<file path="config.mk">
export PLATFORM = sky130hd
export DESIGN_NAME = vocab_lookup_ctrl
export DESIGN_NICKNAME = d
export VERILOG_FILES = /design/src/rtl/matcher_pkg.sv /design/src/rtl/vocab_lookup_ctrl.sv
export SDC_FILE = /design/constraint.sdc
export NUM_CORES = 1
export LEC_CHECK = 0
export ABC_AREA = 1
export BUFFER_PORTS_ARGS = -buffer_cell sky130_fd_sc_hd__buf_2
export CORE_UTILIZATION = 58
export DETAILED_ROUTE_END_ITERATION = 8
export PLACE_DENSITY = 0.9
export SETUP_SLACK_MARGIN = 0.2
export SYNTH_ARGS = -nofsm -noshare
export SYNTH_HDL_FRONTEND = slang
export SYNTH_SLANG_ARGS = --single-unit
export TNS_END_PERCENT = 20
</file>
<file path="constraint.sdc">
create_clock -name clk -period 4.9 [get_ports clk]
set_clock_uncertainty 0.15 [all_clocks]
set_input_delay 0.49 -clock clk [delete_from_list [all_inputs] [get_ports clk]]
set_output_delay 0.49 -clock clk [all_outputs]
set_load 0.02 [all_outputs]
</file>
<file path="src/rtl/matcher_pkg.sv">
// Shared types and constants for the vocabulary lookup sequencer.
package matcher_pkg;

    typedef enum logic [2:0] {
        IDLE       = 3'd0,
        FETCH      = 3'd1,
        COMPARE    = 3'd2,
        SKIP_FETCH = 3'd3,
        SKIP_CHECK = 3'd4,
        DONE       = 3'd5
    } state_t;

    localparam int NUL = 0;

endpackage

</file>
<file path="src/rtl/vocab_lookup_ctrl.sv">
// Looks up one NUL-terminated query word in a list of NUL-terminated vocab words
// by walking two 1-cycle-latency SRAMs; reports hit, word index and start address.
module vocab_lookup_ctrl
    import matcher_pkg::*;
#(
    parameter int ADDR_WIDTH = 4,
    parameter int DATA_WIDTH = 8
) (
    input  logic                  clk,
    input  logic                  rst,
    input  logic                  start,
    output logic                  busy,
    output logic                  done,
    output logic                  hit,
    output logic [ADDR_WIDTH-1:0] word_idx,
    output logic [ADDR_WIDTH-1:0] match_addr,
    output logic [ADDR_WIDTH-1:0] vocab_addr,
    input  logic [DATA_WIDTH-1:0] vocab_dout,
    output logic [ADDR_WIDTH-1:0] input_addr,
    input  logic [DATA_WIDTH-1:0] input_dout,
    output state_t                state_dbg
);

    // Handshake: start is a level sampled only in IDLE; busy covers every
    // non-IDLE cycle; done is a one-cycle pulse during which the result is valid.

    localparam logic [ADDR_WIDTH-1:0] ADDR_MAX = {ADDR_WIDTH{1'b1}};
    localparam logic [DATA_WIDTH-1:0] NUL_CH   = DATA_WIDTH'(NUL);

    state_t                state, state_nxt;
    logic [ADDR_WIDTH-1:0] vocab_addr_nxt, input_addr_nxt;
    logic [ADDR_WIDTH-1:0] word_start, word_start_nxt;
    logic [ADDR_WIDTH-1:0] idx, idx_nxt;
    logic [ADDR_WIDTH-1:0] word_idx_nxt, match_addr_nxt;
    logic                  hit_nxt;
    logic                  next_word;
    logic                  v_nul, at_max;

    assign v_nul     = (vocab_dout == NUL_CH);
    assign at_max    = (vocab_addr == ADDR_MAX);
    assign busy      = (state != IDLE);
    assign done      = (state == DONE);
    assign state_dbg = state;

    always_ff @(posedge clk) begin
        if (rst) begin
            state      <= IDLE;
            vocab_addr <= '0;
            input_addr <= '0;
            word_start <= '0;
            idx        <= '0;
            hit        <= 1'b0;
            word_idx   <= '0;
            match_addr <= '0;
        end else begin
            state      <= state_nxt;
            vocab_addr <= vocab_addr_nxt;
            input_addr <= input_addr_nxt;
            word_start <= word_start_nxt;
            idx        <= idx_nxt;
            hit        <= hit_nxt;
            word_idx   <= word_idx_nxt;
            match_addr <= match_addr_nxt;
        end
    end

    always_comb begin
        state_nxt      = state;
        vocab_addr_nxt = vocab_addr;
        input_addr_nxt = input_addr;
        word_start_nxt = word_start;
        idx_nxt        = idx;
        hit_nxt        = hit;
        word_idx_nxt   = word_idx;
        match_addr_nxt = match_addr;
        next_word      = 1'b0;

        case (state)
            IDLE: begin
                if (start) begin
                    vocab_addr_nxt = '0;
                    input_addr_nxt = '0;
                    word_start_nxt = '0;
                    idx_nxt        = '0;
                    hit_nxt        = 1'b0;
                    state_nxt      = FETCH;
                end
            end
            FETCH: state_nxt = COMPARE;
            COMPARE: begin
                // An empty word marks end of list; checked first so an empty query misses.
                if (v_nul && (vocab_addr == word_start)) begin
                    state_nxt = DONE;
                end else if (v_nul && (input_dout == NUL_CH)) begin
                    hit_nxt        = 1'b1;
                    word_idx_nxt   = idx;
                    match_addr_nxt = word_start;
                    state_nxt      = DONE;
                end else if (vocab_dout == input_dout) begin
                    if (at_max) begin
                        state_nxt = DONE;
                    end else begin
                        vocab_addr_nxt = vocab_addr + 1'b1;
                        input_addr_nxt = input_addr + 1'b1;
                        state_nxt      = FETCH;
                    end
                end else if (v_nul) begin
                    next_word = 1'b1;
                end else if (at_max) begin
                    state_nxt = DONE;
                end else begin
                    vocab_addr_nxt = vocab_addr + 1'b1;
                    state_nxt      = SKIP_FETCH;
                end
            end
            SKIP_FETCH: state_nxt = SKIP_CHECK;
            SKIP_CHECK: begin
                if (v_nul) begin
                    next_word = 1'b1;
                end else if (at_max) begin
                    state_nxt = DONE;
                end else begin
                    vocab_addr_nxt = vocab_addr + 1'b1;
                    state_nxt      = SKIP_FETCH;
                end
            end
            DONE: state_nxt = IDLE;
            default: state_nxt = IDLE;
        endcase

        // Shared by COMPARE and SKIP_CHECK once the current word's terminator is seen.
        if (next_word) begin
            if (at_max) begin
                state_nxt = DONE;
            end else begin
                word_start_nxt = vocab_addr + 1'b1;
                vocab_addr_nxt = vocab_addr + 1'b1;
                input_addr_nxt = '0;
                idx_nxt        = idx + 1'b1;
                state_nxt      = FETCH;
            end
        end
    end

endmodule

</file>
Yosys cells after proc, flatten, opt, wreduce, memory -nomap -nowiden --
Cells that the tools add are included.
Word-level totals: flip-flop bits (word level) 28, output and inout bits 22, word-level logic and storage cells 76
Operators by class: multiplexer cells 43, $add $sub $neg 3, bitwise logic cells 1, reduce and logical (&&, ||, !) cells 9, equal/unequal tests 12
Operators with widths (count):
- $mux W4 | 23
- $mux W3 | 8
- $logic_not A8 Y1 | 2
- $pmux W3 S5 | 1
- $add A4 B1 Y4 const B | 3
- $pmux W4 S3 | 1
- $eq A8 B8 Y1 | 1
- $pmux W4 S2 | 1
- $mux W1 | 7
- $eq A3 B2 Y1 const B | 2
- $eq A3 B3 Y1 const B | 2
- $ne A2 B2 Y1 const B | 3
- $eq A4 B4 Y1 | 1
- $eq A4 B4 Y1 const B | 1
- $pmux W1 S2 | 2
- $reduce_and A4 Y1 | 1
- $eq A3 B1 Y1 const B | 1
- $logic_not A3 Y1 | 1
- $ne A3 B3 Y1 const B | 1
- $reduce_and A3 Y1 | 1
- $reduce_bool A3 Y1 | 1
- $logic_and A1 B1 Y1 | 2
- $reduce_bool A2 Y1 | 1
- $not A1 Y1 | 1

Depth between registers and ports, before layout --
Gate-level depths: netlist (run 1).
depth in word-level cells 9, mapped depth 13, gate-level depth less buffers 13

Least setup slack after synthesis (run 1) --
No wires, ideal clock.
kind flip-flop to flip-flop, start register vocab_addr[0], end register input_addr[3], required time 4.633 ns, slack 3.007 ns, setup time 0.117 ns, period minus slack after synthesis 1.893 ns, arrival time 1.626 ns, cell stages (with the launch flop) 10, cells stage by stage dfxtp_1 ha_1 nand3_1 buf_2 o21ai_0 nand2_1 o21ai_0 nand2_1 nand3_1 a21oi_1
On the way: word-level cells in the longest chain between the ends 8, elaborated cells between the ends (all ways) 12, those cells by class eq/ne: 2; mux: 9; reduce/logical: 1
RTL lines:
- from (decl) | RTL line vocab_lookup_ctrl.sv:17 | output logic [ADDR_WIDTH-1:0] vocab_addr,
- from (signal assigned) | RTL line vocab_lookup_ctrl.sv:57 | vocab_addr <= vocab_addr_nxt;
- $eq A4 B4 Y1 | RTL line vocab_lookup_ctrl.sv:40 | assign at_max = (vocab_addr == ADDR_MAX);
- $mux W4 | RTL line vocab_lookup_ctrl.sv:100 | if (at_max) begin
- $mux W4 | RTL line vocab_lookup_ctrl.sv:99 | end else if (vocab_dout == input_dout) begin
- $mux W4 | RTL line vocab_lookup_ctrl.sv:94 | end else if (v_nul && (input_dout == NUL_CH)) begin
- $mux W4 | RTL line vocab_lookup_ctrl.sv:92 | if (v_nul && (vocab_addr == word_start)) begin
- $pmux W4 S2 | RTL line vocab_lookup_ctrl.sv:78 | case (state)
- $mux W4 | RTL line vocab_lookup_ctrl.sv:133 | if (at_max) begin
- $mux W4 (*) | RTL line vocab_lookup_ctrl.sv:132 | if (next_word) begin
- to (signal assigned) | RTL line vocab_lookup_ctrl.sv:58 | input_addr <= input_addr_nxt;
- to (decl) | RTL line vocab_lookup_ctrl.sv:19 | output logic [ADDR_WIDTH-1:0] input_addr,
Mark *: on every way between the ends. The rest lies on a longest branch, timed or not. A chain may end at the register's enable or synchronous reset.

Worst setup path after layout (run 1) --
start register vocab_addr[0], end register vocab_addr[1]
On the way: word-level cells in the longest chain between the ends 9, elaborated cells between the ends (all ways) 14, those cells by class add/sub: 1; eq/ne: 2; mux: 10; reduce/logical: 1
RTL lines:
- $add A4 B1 Y4 / $eq A4 B4 Y1 (equally long branches)
- $mux W4 | RTL line vocab_lookup_ctrl.sv:100, vocab_lookup_ctrl.sv:109, vocab_lookup_ctrl.sv:120
- $mux W4 | RTL line vocab_lookup_ctrl.sv:107 | end else if (v_nul) begin
- $mux W4 | RTL line vocab_lookup_ctrl.sv:99
- $mux W4 | RTL line vocab_lookup_ctrl.sv:94
- $mux W4 | RTL line vocab_lookup_ctrl.sv:92
- $pmux W4 S3 | RTL line vocab_lookup_ctrl.sv:78
- $mux W4 | RTL line vocab_lookup_ctrl.sv:133
- $mux W4 (*) | RTL line vocab_lookup_ctrl.sv:132
Marked as above.

==> results.md, run 1 <==
Pwr:
- For this design the total switching power over the nets is approximately 0.00015 W.
- The proportion of total power due to net switching is between 20 and 30%.
- Of the total power, the clock network draws 36.2%.
- The post-route total power is 0.000521 W.
- The part of the power in combinational logic is 18.4%.
- In this run the power density over the cells is roughly 220 nW/um^2.
- The leakage power of the design is 1.27 nW.
- The largest voltage drop on the vdd net is 173 uV.
- Cell internal power was estimated by the tool at ~0.00037 W.
- The sequential group share of total power is 45.4%.

Cells and area:
- The count of nets after finishing is ~420.
- The library cell used most frequently in the layout, excluding fill and tap cells, is sky130_fd_sc_hd__nand2_1.
- Compared with the post-synthesis result, the final layout area differs by 12.3%.
- The number of diodes is 0.
- The top cell types in the final layout, fill and taps aside, are 123 x sky130_fd_sc_hd__nand2_1, 57 x sky130_fd_sc_hd__inv_1, 40 x sky130_fd_sc_hd__nor2_1, 40 x sky130_fd_sc_hd__buf_2, 28 x sky130_fd_sc_hd__dfxtp_1.
- The share of layout cells above drive strength 1 is ~18%.

Run:
- The number of maximum-capacitance constraint violations is 0.

STA:
- Setup violations remaining at the end of the flow were counted as 0.
- The maximum frequency from static timing analysis is 417 MHz.
- The final critical path takes up roughly 50% of the cycle.
- The clock period minus worst slack is around 2400 ps.
- The number of endpoints with negative hold slack in the final report is 0.
- The final max-slew violation count was 0.
- At the pin with the least slew margin, the transition time is slightly above 700 ps.
- Setup repair after global routing left no endpoint under its margin.
- The post-route setup TNS is 0 ps.
- In this run the tightest slew margin relative to its limit is 52.3%.
- In the post-route analysis, the smallest setup slack over all paths is roughly 2500 ps.

Worst setup path:
- The worst setup path is launched from a register.
- At the worst endpoint, the required time is 4980 ps.
- Of all nets on the critical path, the largest fanout is 15.
- At the worst endpoint, the arrival time is about 2500 ps.
- The worst setup path is captured at a register.
- The setup path with the least slack is of type reg -> reg.

Clocking:
- CTS built an H-tree with a depth of 1.
- For this design, the sink count on the clock tree is 28.
- The count of cells resized by post-cts repair is 0.
- The buffer count from post-CTS setup fixing is 0.
- The clock transition at the registers of the reported paths is approximately 110 ps.
- The clock tree from TritonCTS is yes.
- The buffer depth of the longest clock path is 2.
- The cts-stage hold buffer count is 0.
- The tree is rooted in a sky130_fd_sc_hd__clkbuf_8.
- The source-to-sink clock delay at the later pin of the worst-skew pair is approximately 290 ps.
- The number of CTS-inserted buffers is 3.

Route:
- The DRC violation total after the first TritonRoute iteration is 121.
- The routed wirelength normalized by instance count is between 10 and 15 um.
- After detailed routing, the number of remaining DRC violations is 0.
- After detailed routing, the total wire length is 4990 um.
- For this run, the detailed router's first-pass iteration total came to 5.
- The routed via count divided by cell count is approximately 5.4.
- Once detail routing completed, the nets flagged for antenna violations numbered 0.
- Detailed routing inserted a total of roughly 2.4k vias.

Floorplanning:
- The starting density of the core is roughly 62%.
- The core region is roughly 3400 um^2.
- Measured along the x axis, the die boundary spans ~63 um.
- The number of primary I/O pins is just over 40.
- The number of core rows is 21.
- The floorplan step set the die height to 62.7 um.
- The total die area is roughly 3900 um^2.

GRT:
- The aggregate global-route resource usage is between 20% and 30%.
- Entering global routing, the biggest net connects 20 pins.
- The initial antenna violation count is 0.
- For this run the aggregate overflow at the end of global routing stands at 0.
- The via count of the first global-routing pass is ~2.1k.
- The global-route wire length before repair is 8460 um.

Yosys:
- The share of synthesized area occupied by flip-flops and latches is 26.3%.
- Yosys printed 0 warnings.
- The number of synthesized flops with an enable pin is 0.
- Dividing the synthesized area by the synthesized cell count gives 5.95 um^2.
- The synthesized flop and latch total is 28.
- The netlist uses 32 different library cells.
- The cell area that synthesis handed to floorplanning was 2130 um^2.
- Counting flops with an async set or reset pin after synthesis yields a share of 0%.
- In the synthesized netlist, the number of instances is 359.
- In the synthesized netlist the dominant register cell turns out to be sky130_fd_sc_hd__dfxtp_1.
- The number of nets in the synthesized netlist is roughly 380.

Place:
- The estimated wirelength of the detail-placed design is 3700 um.
- The number of input and output port buffers inserted is 40.
- Before CTS, the worst setup slack after placement is around 2300 ps.
- The routability congestion estimate from global placement is 0.911.

Worst hold path:
- The worst hold-check path type is reg -> reg.

Status:
- The flow ran to the end, and the final reports show no timing, DRC or antenna violations.
## registers in the layout (all words and copies together), names as in the netlist
name and count:
idx 4, state_dbg 3, hit 1, match_addr 4
word_idx 4, vocab_addr 4, word_start 4, input_addr 4
## Yosys cell counts (all sizes together), types with 2 or more instances
cell type    n  area (um^2)
nand2      128          498
inv         59          221
nor2        48          214
nand3       29          163
dfxtp       28          561
a21oi       15         75.1
o21ai       11         55.1
a211oi       9          108
nand4        8         50.1
buf          6         58.8
ha           3         37.5
nor3         3         15.0
clkbuf       2         7.51
o211ai       2         15.0
xnor2        2         17.5
## power groups by stage
stage | Sequential, W | Combinational (W) | Clock [W]
after CTS | 0.000236 | 0.0000947 | 0.000187
after global placement | 0.000241 | 0.0000920 | 0
after detailed placement | 0.000241 | 0.0000935 | 0
after floorplan | 0.000246 | 0.0000607 | 0
final | 0.000236 | 0.0000960 | 0.000189
after global routing | 0.000237 | 0.000107 | 0.000197
## kinds of logic (layout without fill, tap and decap cells)
group | after synthesis | count (layout) | synth area share [%]
adder cells (fa/ha/maj) | 3 | 3 | 1.76
AND/OR/NAND/NOR | 220 | 220 | 45.3
flip-flops | 28 | 28 | 26.3
XOR/XNOR | 3 | 3 | 1.23
AO/OA/AOI/OAI | 37 | 37 | 11.8
buffers and inverters | 68 | 104 | 13.7
## stage by stage
step	hold WS, ps	cell area [um^2]	util [%]	cells
2_1_floorplan	303	2130	-	359
3_3_place_gp	301	2330	67.6	437
3_5_place_dp	303	2330	67.6	437
4_1_cts	326	2400	69.6	441
5_1_grt	356	2400	69.6	441
6_report	328	2400	69.6	441
## routing by layer
layer / global-route usage [%] / share of wire [%]
met1: 33.6 / 46
met2: 45.1 / 45
met3: 3.10 / 6.8
met4: 11.3 / 2.7
met5: 0 / 0
## cell type report
type	count	area (um^2)
Clock buffer	3	41.3
Multi-Input combinational cell	263	1280
Timing Repair Buffer	40	200
Inverter	60	225
Tap cell	46	57.6
Sequential cell	28	561
Clock inverter	1	30.0
Fill cell	316	1040
## worst paths after layout
path,cells after the start,slack [ps],startpoint,to
worst max-delay path,11,2500,vocab_addr[0],vocab_addr[1]
worst min register to register,2,330,hit,hit
worst max register to register,11,2500,vocab_addr[0],vocab_addr[1]
worst min-delay path,2,330,hit,hit
## worst max-delay path, cell delays in order (launching register included)
cell	delay (ps)
sky130_fd_sc_hd__dfxtp_1	530
sky130_fd_sc_hd__ha_1	270
sky130_fd_sc_hd__nand3_1	470
sky130_fd_sc_hd__nand2_1	290
sky130_fd_sc_hd__nand2_1	90
sky130_fd_sc_hd__nand2_1	60
sky130_fd_sc_hd__o211ai_1	90
sky130_fd_sc_hd__nand3_1	110
sky130_fd_sc_hd__nand2_1	60
sky130_fd_sc_hd__nand2_1	60
sky130_fd_sc_hd__nand2_1	50
sky130_fd_sc_hd__a21oi_1	120
Note: power is estimated with default switching activity, not from simulation.
==> run 2, diff against run 1 <==
- CORE_UTILIZATION: 58 -> 56
- PLACE_DENSITY: 0.9 -> 0.88
- clock period: 4.9 -> 2.35 ns (I/O delays scaled with it)
==> run 2 against run 1 <==
  * Core utilization shrank 3.2 points
  * Count of clock-buffer cells in the layout is the same
  * Clock power grew 100%
  * Cell count grew 1.1%
  * Worst setup slack lost 2200 ps
  * Power grew 110%
  * Sequential power grew 110%
  * Worst hold slack lost 270 ps
  * Die area grew 3.5%
  * Largest cell class unchanged
==> results.md, run 2 (same netlist as run 1, synthesis figures left out) <==
Floorplanning:
- The area of the placeable core is 3660 um^2 (was 3440 um^2).
- The number of primary I/O pins is 41 (unchanged).
- The starting density of the core is 58.3% (was 62.0%).
- The height of the die is 63.7 um (was 62.7 um).
- The die width is 63.7 um (was 62.7 um).
- The total die area is 4060 um^2 (was 3930 um^2).
- The number of core rows is 22 (was 21).

GRT:
- The global-route wire length before repair was 8290 um (was 8460 um).
- The aggregate global-route resource usage was 25.3% (was 26.5%).
- The maximum number of pins on one net before global-route repair was 19 (was 20).
- The via count of the first global-routing pass is 2060 (was 2050).
- The total overflow reported by the global router was 0 (unchanged).
- The initial antenna violation count is 0 (unchanged).

Worst setup path:
- The startpoint class of the critical path is a register (unchanged).
- The arrival time of data at the critical path endpoint is 2070 ps (was 2470 ps).
- The class of the most critical setup path is reg -> reg (unchanged).
- The critical-path maximum fanout was 10 (was 15).
- The required time reported for the critical path endpoint is 2410 ps (was 4980 ps).
- Cell chain of the critical path: inv_2 > nand2_1 > nand2_1 > nor2_1 > nand3_4 > nand4_1 > nand2_2 > nand3_2 > nand2_2 > a21oi_1 (was ha_1 > nand3_1 > nand2_1 > nand2_1 > nand2_1 > o211ai_1 > nand3_1 > nand2_1 > nand2_1 > nand2_1 > a21oi_1).
- The family with the most delay on the worst path is simple AND/OR/NAND/NOR gates (unchanged).
- The delay of the slowest cell on the worst path is 560 ps (was 530 ps).
- The slowest cell on the critical path is sky130_fd_sc_hd__dfxtp_1 (unchanged).
- The setup slack of the worst register-to-register path is 340 ps (was 2500 ps).
- The count of buffer and inverter cells on the critical path is 1 (was 0).
- The kind of capture point of the worst setup path is a register (unchanged).

Place:
- The worst slack after detailed placement is 193 ps (was 2340 ps).
- The number of input and output port buffers inserted came to 40 (unchanged).
- The routability congestion estimate from global placement is 0.901 (was 0.911).
- The estimated wirelength of the detail-placed design is 3820 um (was 3700 um).

Pwr:
- The switching power of the nets was 0.000303 W (was 0.000150 W).
- The cell area power density is 443 nW/um^2 (was 217 nW/um^2).
- The sequential group share of total power is 45.8% (was 45.4%).
- The part of the power in combinational logic was 18.6% (was 18.4%).
- The leakage power of the design came to 1.28 nW (was 1.27 nW).
- The proportion of total power due to net switching is 28.1% (was 28.8%).
- The largest voltage drop on the vdd net is 543 uV (was 173 uV).
- The post-route total power is 0.00108 W (was 0.000521 W).
- The cell internal power dissipation is 0.000775 W (was 0.000371 W).
- The clock network fraction of design power is 35.6% (was 36.2%).

Cells and area:
- The commonest non-fill, non-tap cell in the layout is sky130_fd_sc_hd__nand2_1 (unchanged).
- The core utilization of the finished layout is 66.4% (was 69.6%).
- The count of nets after finishing was 421 (was 418).
- Most used cells in the layout excluding fill and tap cells: 123 x sky130_fd_sc_hd__nand2_1, 57 x sky130_fd_sc_hd__inv_1, 40 x sky130_fd_sc_hd__nor2_1, 40 x sky130_fd_sc_hd__buf_2, 27 x sky130_fd_sc_hd__dfxtp_1 (was 123 x sky130_fd_sc_hd__nand2_1, 57 x sky130_fd_sc_hd__inv_1, 40 x sky130_fd_sc_hd__nor2_1, 40 x sky130_fd_sc_hd__buf_2, 28 x sky130_fd_sc_hd__dfxtp_1).
- The area growth from synthesis to final layout is 13.9% (was 12.3%).
- The number of diodes came to 0 (unchanged).
- The share of layout cells above drive strength 1 came to 19.1% (was 17.7%).

STA:
- The share of the clock period used by the worst path after layout is 85.5% (was 49.0%).
- The final-report setup violation count is 0 (unchanged).
- The pin slew with the least headroom to its limit is 418 ps (was 716 ps).
- The maximum frequency from static timing analysis is 498 MHz (was 417 MHz).
- Unrepaired setup endpoints after global routing: no (unchanged).
- The worst slew margin relative to its limit is 72.1% (was 52.3%).
- The clock period minus worst slack is 2010 ps (was 2400 ps).
- The post-route setup TNS is 0 ps (unchanged).
- The final max-slew violation count is 0 (unchanged).
- The number of endpoints with negative hold slack in the final report is 0 (unchanged).
- The setup slack after layout is 341 ps (was 2500 ps).
- The worst slack on hold paths is 56.3 ps (was 328 ps).

Route:
- The routed via count divided by cell count came to 5.15 (was 5.41).
- The routed wirelength normalized by instance count is 11.4 um (was 11.3 um).
- The antenna violation net count after detailed routing is 0 (unchanged).
- The DRC violation total after the first TritonRoute iteration is 125 (was 121).
- The routed wire length is 5080 um (was 4990 um).
- The remaining design rule violation count is 0 (unchanged).
- The count of vias placed by the detailed router is 2299 (was 2386).
- The count of TritonRoute iterations in the first routing pass is 4 (was 5).

Clocking:
- The clock tree from TritonCTS is yes (unchanged).
- The sink count of the clock tree is 28 (unchanged).
- The clock transition at the registers of the reported paths is 100 ps (was 110 ps).
- The buffer depth of the longest clock path is 2 (unchanged).
- The source-to-sink clock delay at the later pin of the worst-skew pair was 280 ps (was 290 ps).
- The cts-stage hold buffer count was 0 (unchanged).
- The number of CTS-inserted buffers is 3 (unchanged).
- The deepest level of the CTS H-tree was 1 (unchanged).
- The cell chosen for the clock root is sky130_fd_sc_hd__clkbuf_8 (unchanged).
- The buffer count from post-CTS setup fixing is 0 (unchanged).

Worst hold path:
- The worst hold-check path type is in -> reg (was reg -> reg).

Status:
- Run status: finished, final reports clean (unchanged).

Run:
- The number of maximum-capacitance constraint violations is 0 (unchanged).
-- run 2: path summary, 6_finish.rpt --
kind | startpoint | to | cells past startpoint
worst max-delay path | vocab_addr[3] | input_addr[1] | 10
worst min-delay path | rst | state_dbg[0] | 2
worst max register to register | vocab_addr[3] | input_addr[1] | 10
worst min register to register | hit | hit | 2
-- run 2: power groups by stage --
stage               sequential (W)  combinational [W]  clock (W)
global route              0.000495           0.000225   0.000411
detailed placement        0.000504           0.000199          0
global placement          0.000503           0.000194          0
CTS                       0.000493           0.000200   0.000393
floorplan                 0.000512           0.000127          0
finish                    0.000493           0.000201   0.000384
-- run 2: stage by stage --
step / std cells / area (um^2)
finish: 446 / 2430
global route: 446 / 2430
CTS: 446 / 2430
detailed placement: 442 / 2350
global placement: 442 / 2350
floorplan: 359 / 2130
-- run 2: area by class of cell --
class | count | area, um^2
clock buffer | 3 | 41.3
clock inverter | 1 | 30.0
fill | 346 | 1230
inverter | 60 | 225
multi-input combinational | 263 | 1290
sequential | 28 | 562
tap | 48 | 60.1
timing repair buffer | 43 | 223
-- run 2: routing by layer --
| layer | vias up | GRT usage, % | wire length [um] |
|---|---|---|---|
| met5 | - | 0 | 0 |
| li1 | 1192 | - | - |
| met3 | 12 | 3.21 | 232 |
| met1 | 1017 | 27.9 | 2220 |
| met2 | 78 | 47.7 | 2520 |
| met4 | 0 | 11.1 | 108 |
-- run 2: timing repair --
item,in CTS,in global routing
endpoints found under the hold margin,0,0
gates resized for setup,1,2
endpoints found under the setup margin,1,4
